<file path="src/rtl/ariane_pkg.sv">
// Shared core types: functional-unit and ALU opcodes, the exception record and the
// scoreboard entry passed between decode, issue and commit.
package ariane_pkg;

    localparam int NR_SB_ENTRIES = 8;
    localparam int TRANS_ID_BITS = 5;

    typedef enum logic [3:0] {
        NONE, LOAD, STORE, ALU, CTRL_FLOW, MULT, CSR
    } fu_t;

    typedef enum logic [4:0] {
        ADD, SUB, XORL, ORL, ANDL, SRA, SRL, SLL, SLTS, SLTU, EQ, NE, LTS, GES
    } alu_op;

    typedef struct packed {
        logic [63:0] cause;
        logic [63:0] tval;
        logic        valid;
    } exception;

    // valid marks a written-back result, not a present entry
    typedef struct packed {
        logic [63:0]              pc;
        logic [TRANS_ID_BITS-1:0] trans_id;
        fu_t                      fu;
        alu_op                    op;
        logic [4:0]               rs1;
        logic [4:0]               rs2;
        logic [4:0]               rd;
        logic [63:0]              result;
        logic                     valid;
        logic                     use_imm;
        exception                 ex;
    } scoreboard_entry;

endpackage

</file>
<file path="src/rtl/scoreboard_rs_lookup.sv">
// Finds the youngest in-flight entry whose rd matches rs; reports busy and, when
// SCOREBOARD_FWD_EN is defined, whether that entry's result can be forwarded.
module sb_rs_lookup
    import ariane_pkg::*;
#(
    parameter int NR_ENTRIES = NR_SB_ENTRIES
) (
    input  logic [NR_ENTRIES-1:0][4:0]  rd,
    input  logic [NR_ENTRIES-1:0]       written,
    input  logic [NR_ENTRIES-1:0][63:0] result,
    input  logic [$clog2(NR_ENTRIES)-1:0] commit_ptr,
    input  logic [$clog2(NR_ENTRIES):0]   count,
    input  logic [4:0]                  rs,
    output logic                        busy,
    output logic                        fwd,
    output logic [63:0]                 value
);

    localparam int PTR_W = $clog2(NR_ENTRIES);

    logic             hit;
    logic [PTR_W-1:0] hit_idx;
    logic [PTR_W-1:0] idx;

    // Walk oldest to youngest so the last match wins
    always_comb begin
        hit     = 1'b0;
        hit_idx = '0;
        idx     = '0;
        for (int i = 0; i < NR_ENTRIES; i++) begin
            idx = commit_ptr + PTR_W'(i);
            if ((PTR_W+1)'(i) < count && rs != 5'd0 && rd[idx] == rs) begin
                hit     = 1'b1;
                hit_idx = idx;
            end
        end
    end

    assign busy = hit;

`ifdef SCOREBOARD_FWD_EN
    assign fwd   = hit && written[hit_idx];
    assign value = hit ? result[hit_idx] : 64'd0;
`else
    logic unused_fwd_src;
    assign unused_fwd_src = ^{written, result, hit_idx};
    assign fwd   = 1'b0;
    assign value = 64'd0;
`endif

endmodule

</file>
<file path="src/rtl/scoreboard.sv">
// In-order circular scoreboard between decode and EX/commit with rs busy lookup.
// Optional result forwarding on the rs ports is enabled by defining SCOREBOARD_FWD_EN.
module scoreboard
    import ariane_pkg::*;
#(
    parameter int NR_ENTRIES = NR_SB_ENTRIES
) (
    input  logic                     clk_i,
    input  logic                     rst_ni,
    input  logic                     flush_i,
    output logic                     full_o,
    input  scoreboard_entry          decoded_instr_i,
    input  logic                     decoded_instr_valid_i,
    output logic                     decoded_instr_ack_o,
    output scoreboard_entry          issue_instr_o,
    output logic                     issue_instr_valid_o,
    input  logic                     issue_ack_i,
    input  logic [4:0]               rs1_i,
    input  logic [4:0]               rs2_i,
    output logic                     rs1_busy_o,
    output logic                     rs2_busy_o,
    output logic                     rs1_fwd_o,
    output logic                     rs2_fwd_o,
    output logic [63:0]              rs1_o,
    output logic [63:0]              rs2_o,
    input  logic                     wb_valid_i,
    input  logic [TRANS_ID_BITS-1:0] trans_id_i,
    input  logic [63:0]              wdata_i,
    input  exception                 ex_i,
    output scoreboard_entry          commit_instr_o,
    output logic                     commit_valid_o,
    input  logic                     commit_ack_i
);

    localparam int PTR_W = $clog2(NR_ENTRIES);

    scoreboard_entry  mem [NR_ENTRIES];
    logic [PTR_W-1:0] write_ptr, issue_ptr, commit_ptr;
    logic [PTR_W:0]   count, unissued;

    logic             push, issue, commit, wb_hit;
    logic [PTR_W-1:0] wb_idx, wb_age;
    scoreboard_entry  new_entry;

    assign full_o              = count == (PTR_W+1)'(NR_ENTRIES);
    assign push                = decoded_instr_valid_i && !full_o && !flush_i;
    assign decoded_instr_ack_o = push;

    assign issue_instr_valid_o = unissued != '0;
    assign issue_instr_o       = mem[issue_ptr];
    assign issue               = issue_ack_i && issue_instr_valid_o;

    assign commit_valid_o      = count != '0 && mem[commit_ptr].valid;
    assign commit_instr_o      = mem[commit_ptr];
    assign commit              = commit_ack_i && commit_valid_o;

    // A writeback only lands if its index lies inside the commit..write window
    assign wb_idx = trans_id_i[PTR_W-1:0];
    assign wb_age = wb_idx - commit_ptr;
    assign wb_hit = wb_valid_i && ((trans_id_i >> PTR_W) == '0) && ({1'b0, wb_age} < count);

    always_comb begin
        new_entry          = decoded_instr_i;
        new_entry.trans_id = TRANS_ID_BITS'(write_ptr);
        new_entry.valid    = 1'b0;
        new_entry.result   = 64'd0;
    end

    always_ff @(posedge clk_i) begin
        if (!rst_ni || flush_i) begin
            write_ptr  <= '0;
            issue_ptr  <= '0;
            commit_ptr <= '0;
            count      <= '0;
            unissued   <= '0;
            for (int i = 0; i < NR_ENTRIES; i++) begin
                mem[i] <= '0;
            end
        end else begin
            if (push) begin
                mem[write_ptr] <= new_entry;
                write_ptr      <= write_ptr + PTR_W'(1);
            end
            if (wb_hit) begin
                mem[wb_idx].result <= wdata_i;
                mem[wb_idx].valid  <= 1'b1;
                if (ex_i.valid) begin
                    mem[wb_idx].ex <= ex_i;
                end
            end
            // Last so a retired slot never keeps a stale written-back flag
            if (commit) begin
                mem[commit_ptr].valid <= 1'b0;
                commit_ptr            <= commit_ptr + PTR_W'(1);
            end
            if (issue) begin
                issue_ptr <= issue_ptr + PTR_W'(1);
            end
            count    <= count + (PTR_W+1)'(push) - (PTR_W+1)'(commit);
            unissued <= unissued + (PTR_W+1)'(push) - (PTR_W+1)'(issue);
        end
    end

    logic [NR_ENTRIES-1:0][4:0]  sb_rd;
    logic [NR_ENTRIES-1:0]       sb_written;
    logic [NR_ENTRIES-1:0][63:0] sb_result;

    always_comb begin
        sb_rd      = '0;
        sb_written = '0;
        sb_result  = '0;
        for (int i = 0; i < NR_ENTRIES; i++) begin
            sb_rd[i]      = mem[i].rd;
            sb_written[i] = mem[i].valid;
            sb_result[i]  = mem[i].result;
        end
    end

    sb_rs_lookup #(.NR_ENTRIES(NR_ENTRIES)) u_rs1_lookup (
        .rd         (sb_rd),
        .written    (sb_written),
        .result     (sb_result),
        .commit_ptr (commit_ptr),
        .count      (count),
        .rs         (rs1_i),
        .busy       (rs1_busy_o),
        .fwd        (rs1_fwd_o),
        .value      (rs1_o)
    );

    sb_rs_lookup #(.NR_ENTRIES(NR_ENTRIES)) u_rs2_lookup (
        .rd         (sb_rd),
        .written    (sb_written),
        .result     (sb_result),
        .commit_ptr (commit_ptr),
        .count      (count),
        .rs         (rs2_i),
        .busy       (rs2_busy_o),
        .fwd        (rs2_fwd_o),
        .value      (rs2_o)
    );

endmodule

</file>
<file path="config.mk">
export PLATFORM = sky130hd
export DESIGN_NAME = scoreboard
export DESIGN_NICKNAME = d
export VERILOG_FILES = /design/src/rtl/ariane_pkg.sv /design/src/rtl/scoreboard_rs_lookup.sv /design/src/rtl/scoreboard.sv
export SDC_FILE = /design/constraint.sdc
export NUM_CORES = 2
export LEC_CHECK = 0
export CORE_UTILIZATION = 50
export CTS_CLUSTER_DIAMETER = 150
export DETAILED_ROUTE_END_ITERATION = 16
export PLACE_DENSITY = 0.67
export SYNTH_ARGS = -nofsm -noshare
export SYNTH_HDL_FRONTEND = slang
export SYNTH_SLANG_ARGS = --single-unit
</file>
<file path="constraint.sdc">
create_clock -name clk_i -period 9.8 [get_ports clk_i]
set_clock_uncertainty 0.1 [all_clocks]
set_input_delay 1.47 -clock clk_i [delete_from_list [all_inputs] [get_ports clk_i]]
set_output_delay 1.47 -clock clk_i [all_outputs]
set_load 0.01 [all_outputs]
</file>
* Word level (Yosys, flattened, before mapping)
Memory sizes are Yosys's and may differ from the RTL's. A register that Yosys moved wholly into a read port is not among the register bits.
Index checks and enable logic that the tools add are counted.
** Word-level totals
- Memories kept :: 1
- Bits in writable memories :: 2288
- Word-level logic and storage cells :: 165
- ROM bits :: 0
- Bits of input ports :: 503
- Bits in latches :: 0
- Flip-flop bits (word level) :: 17
** Operators by class
- Eq/ne operators :: 17
- Divide/modulo/power cells :: 0
- $mul :: 0
- Reduce and logical (&&, ||, !) cells :: 51
- Add/subtract/negate cells :: 14
- $lt $le $gt $ge :: 17
- Mux-type cells :: 60
- Bitwise logic cells :: 0
- Shift operators :: 0
** Memory list
- mem :: words 8, width 286, read ports 10, clocked after memory_dff 2, write ports 8, line scoreboard.sv:37 : scoreboard_entry mem [NR_ENTRIES];
** Operator list (number)
- $mux 286 :: 3
- $reduce_or 286->1 :: 3
- $bmux 5 s3 :: 8
- $eq 5x5->1 :: 16
- $mux 5 :: 8
- $logic_and 1x1->1 :: 39
- $lt 3x4->1 const B :: 8
- $mux 1 :: 32
- $mux 3 :: 8
- $lt 3x4->1 const A :: 4
- $add 3x3->3 const B :: 4
- $reduce_bool 5->1 :: 2
- $add 3x1->3 const B :: 3
- $add 4x1->4 :: 2
- $lt 1x4->1 const A :: 2
- $lt 2x4->1 const A :: 2
- $reduce_bool 4->1 :: 2
- $sub 4x1->4 :: 2
- $add 3x2->3 const B :: 2
- $logic_not 5->1 :: 1
- $eq 4x4->1 const B :: 1
- $lt 3x4->1 :: 1
- $logic_not 1->1 :: 3
- $sub 3x3->3 :: 1
- 2 further kinds :: 2

* Depth between registers and ports, before layout
An unclocked memory read counts as a cell.
- Word-level depth :: 13
- Mapped depth :: 17
- Depth with buffers taken out :: 13

* Modules after synthesis
Synthesis repeated with hierarchy kept, for this count alone.
** Unflattened totals
- Cells, all modules :: 9157
- Area total of the unflattened synthesis :: 134408.9 sq um
** By module, submodules not included
- scoreboard :: area each 129106.3 sq um, times used 1, sequential area each 69086.3 sq um, cells each 8649
- sb_rs_lookup :: area each 2651.3 sq um, times used 2, sequential area each 0.0 sq um, cells each 254

* Worst setup path before layout
OpenSTA, ideal clock, no wires.
- Path kind :: input port to flip-flop
- From :: input port trans_id_i[0]
- To :: memory mem[0][0] (netlist bit) (enable)
- Setup slack :: 2.431 ns
- Path buffers :: 3
- Library setup time :: 0.495 ns
- Data arrival time :: 6.774 ns
- Cell stages on the path :: 14
- Cells stage by stage :: inv_1 -> ha_1 -> inv_1 -> fa_1 -> ha_1 -> a21boi_1 -> o21ai_0 -> a21oi_2 -> nor4b_2 -> and2_1 -> clkbuf_1 -> buf_2 -> buf_2 -> or3_1
** RTL lines
- from (decl) :: line scoreboard.sv:27 : input logic [TRANS_ID_BITS-1:0] trans_id_i,
- to (decl) :: line scoreboard.sv:37

* Final worst setup path
- From :: register commit_ptr[0]
- To :: output port rs2_busy_o
** Between the ends
- Elaborated cells on any way between the ends :: 47
- Those cells by class :: add/sub: 7; eq/ne: 8; mux: 24; reduce/logical: 8
** RTL lines
- from (decl) :: line scoreboard.sv:38 : logic [PTR_W-1:0] write_ptr, issue_ptr, commit_ptr;
- from (signal assigned) :: line scoreboard.sv:94 : commit_ptr <= commit_ptr + PTR_W'(1);
- $add 3x3->3
- via u_rs1_lookup.idx[0] :: line scoreboard_rs_lookup.sv:23 : logic [PTR_W-1:0] idx;
- $bmux 5 s3 :: line scoreboard_rs_lookup.sv:32 : if ((PTR_W+1)'(i) < count && rs != 5'd0 && rd[idx] == rs) begin
- $mux 5 (not written as such) :: line scoreboard_rs_lookup.sv:32
- $eq 5x5->1 :: line scoreboard_rs_lookup.sv:32
- $logic_and 1x1->1 :: line scoreboard_rs_lookup.sv:32
- $mux 1 :: line scoreboard_rs_lookup.sv:32
- to (decl) :: line scoreboard.sv:21 : output logic rs2_busy_o,
The timed path passes the listed nets, and every way through them passes these cells. The select of a mux whose other input is x is not followed.

==> flow_metrics.env <==
export IMPL_fin_nets=10933
export IMPL_cts_sinks=2311
export IMPL_htreeDepth=5
export IMPL_setup_tns_final_ns=0
export IMPL_drtIter0Drc=11106
export IMPL_dpl_cell_count=13639
export IMPL_finalSetupViolCount=0
export IMPL_synth_area_per_cell_um2=13.1
export IMPL_cts_root_buf="clkbuf_16"
export IMPL_top_layer="met5"
export IMPL_vdd_drop_max_mv=0.176
export IMPL_end_kind="output port"
export IMPL_synth_area_um2=132000
export IMPL_drc=0
export IMPL_viasPerCell=6.37
export IMPL_ctsHoldBuffers=0
export IMPL_io_pins=1215
export IMPL_grt_pass1_wl_um=628000
export IMPL_path_clk_slew_ns=0.06
export IMPL_status="finished, final reports clean"
export IMPL_final_cells=14192
export IMPL_worstPathCellList="buf_4, inv_2, ha_1, buf_4, mux4_2, xnor2_1, nand3_1, a31o_2, or4_1, nand4_1, clkdlybuf4s50_1"
export IMPL_synth_warnings=0
export IMPL_finalCritPeriodShare=0.705
export IMPL_cp_arrival_ns=5.34
export IMPL_ys_types=56
export IMPL_relSlewSlack=0.169
export IMPL_drt_first_pass_iters=8
export IMPL_hpwl_um=250000
export IMPL_numCtsBuffers=278
export IMPL_overflow=0
export IMPL_fp_dieH_um=515
export IMPL_final_cell_mix="edfxtp_1, nand2_1, mux4_2"
export IMPL_area_delta_synth_final_pct=14.8
export IMPL_hold_viol=0
export IMPL_wl_um=444000
export IMPL_timing_fmax_ghz=0.145
export IMPL_final_antenna_net_count=0
export IMPL_via_count=90344
export IMPL_grt_total_usage=0.329
export IMPL_power_density_nw_per_um2=160
export IMPL_synth_edff_count=2280
export IMPL_grt_pass1_vias=90323
export IMPL_required_ns=8.23
export IMPL_cp_max_fo=47
export IMPL_synth_seq_area_share=0.525
export IMPL_synthArstFlopShare=0
export IMPL_wl_per_cell_um=31.3
export IMPL_max_stage_delay_ns=0.60
export IMPL_clk_path_buf_depth=4
export IMPL_tightest_slew_ns=1.25
export IMPL_wl_met1_um=156000
export IMPL_n_fill_cell=20627
export IMPL_min_path_type="register to register"
export IMPL_synth_seq_cells=2311
export IMPL_power_total_mw=24.2
export IMPL_ctsResizeCount=0
export IMPL_yosys_most_used_dff="edfxtp_1"
export IMPL_clkLatencyLatePin_ns=0.89
export IMPL_rows=188
export IMPL_final_common_cell="edfxtp_1"
export IMPL_die_w_um=515
export IMPL_path_class="register to output port"
export IMPL_cts_tree="yes"
export IMPL_layout_min_cycle_time_ns=6.91
export IMPL_cap_violations=0
export IMPL_slew_viol_final=0
export IMPL_fin_hold_ws_ns=0.380
export IMPL_drive_gt1_frac=0.218
export IMPL_met2_length_um=210000
export IMPL_postCtsSetupBuffers=0
export IMPL_wl_met3_um=52900
export IMPL_antenna_found_initial=145
export IMPL_portBuffers=1010
export IMPL_rsz0062_at_grt="no"
export IMPL_core_area_um2=262000
export IMPL_p_leak_nw=52.6
export IMPL_cpMostUsedCell="buf_4"
export IMPL_start_util=0.503
export IMPL_syn_inst=10086
export IMPL_place_congestion=0.896
export IMPL_cpMaxStageDelayCell="mux4_2"
export IMPL_grt_max_degree=190
export IMPL_dieArea_um2=265000
export IMPL_startpoint_type="register"
cell type report:
class	count	area [µm²]	area share
sequential	2311	69100	0.457
multi-input combinational	6619	57400	0.380
timing repair buffer	1157	11700	0.0774
clock buffer	351	7340	0.0485
tap	3515	4400	0.0291
clock inverter	113	845	0.00559
antenna	89	223	0.00147
inverter	37	181	0.00120
state kept, by name (all words and copies together), names as in the netlist, named ones only:
name / cells
count: 4
issue_ptr: 3
commit_ptr: 3
unissued: 4
mem: 2288
write_ptr: 3
through the flow:
step	worst slack, ns	instance area [µm²]	util
2_1_floorplan	2.43	132000	-
3_3_place_gp	2.41	143000	0.545
3_5_place_dp	2.40	143000	0.545
4_1_cts	2.82	151000	0.576
5_1_grt	2.65	151000	0.577
6_report	2.89	151000	0.577
power by group:
group | leakage [nW] | total (mW) | internal (mW) | switching, mW
Sequential | 25.7 | 11.5 | 11.3 | 0.228
Clock | 3.99 | 9.60 | 5.49 | 4.11
Combinational | 22.9 | 3.11 | 1.51 | 1.60
critical path: cells and delay by family (launching register included):
kind                     cells  cell delay (ns)
buffers and inverters        4             1.76
multiplexers                 1             0.60
XOR/XNOR                     1             0.32
adder cells (fa/ha/maj)      1             0.37
AND/OR/NAND/NOR              3             0.76
flip-flops                   1             0.33
AO/OA/AOI/OAI                1             0.26
metal layers:
metal / vias up / global-route usage
li1: 38024 / -
met1: 45674 / 0.406
met2: 5437 / 0.523
met3: 1101 / 0.0974
met4: 108 / 0.178
met5: - / 0
synth_stat cells (all sizes together) (23+ instances only):
cell    count  share of area
and2      882          0.042
buf       652          0.027
mux4     1184           0.20
inv        33        0.00094
mux2i      31         0.0024
xor2       31         0.0021
ha         23         0.0022
dfxtp      31         0.0047
o21ai    1033          0.039
nand2    2093          0.060
xnor2      67         0.0045
nor2       35         0.0010
clkbuf    612          0.017
edfxtp   2280           0.52
and3      358          0.017
mux2      576          0.049
final timing paths:
check	from	endpoint	slack, ns	depth (start not counted)
worst max-delay path	commit_ptr[0]$_SDFFE_PP0N_	rs2_busy_o	2.89	11
worst min-delay path	issue_ptr[1]$_SDFFE_PP0P_	register	0.38	2
worst max register to register	commit_ptr[1]$_SDFFE_PP0N_	mem[6][189]$_SDFFCE_PN0P_	3.99	11
worst min register to register	issue_ptr[1]$_SDFFE_PP0P_	register	0.38	2
cell families after synthesis:
| kind of cell | Yosys count | share of synthesized area |
|---|---|---|
| muxes | 1791 | 0.254 |
| DFF | 2311 | 0.525 |
| xor gates and xnor gates | 98 | 0.00652 |
| and+or+nand+nor | 3465 | 0.124 |
| AOI/OAI and AO/OA | 1093 | 0.0423 |
| adders and majority gates | 26 | 0.00264 |
| other | 1 | 0.0000285 |
| buffers and inverters | 1301 | 0.0455 |
(Power assumes the default switching activity.)
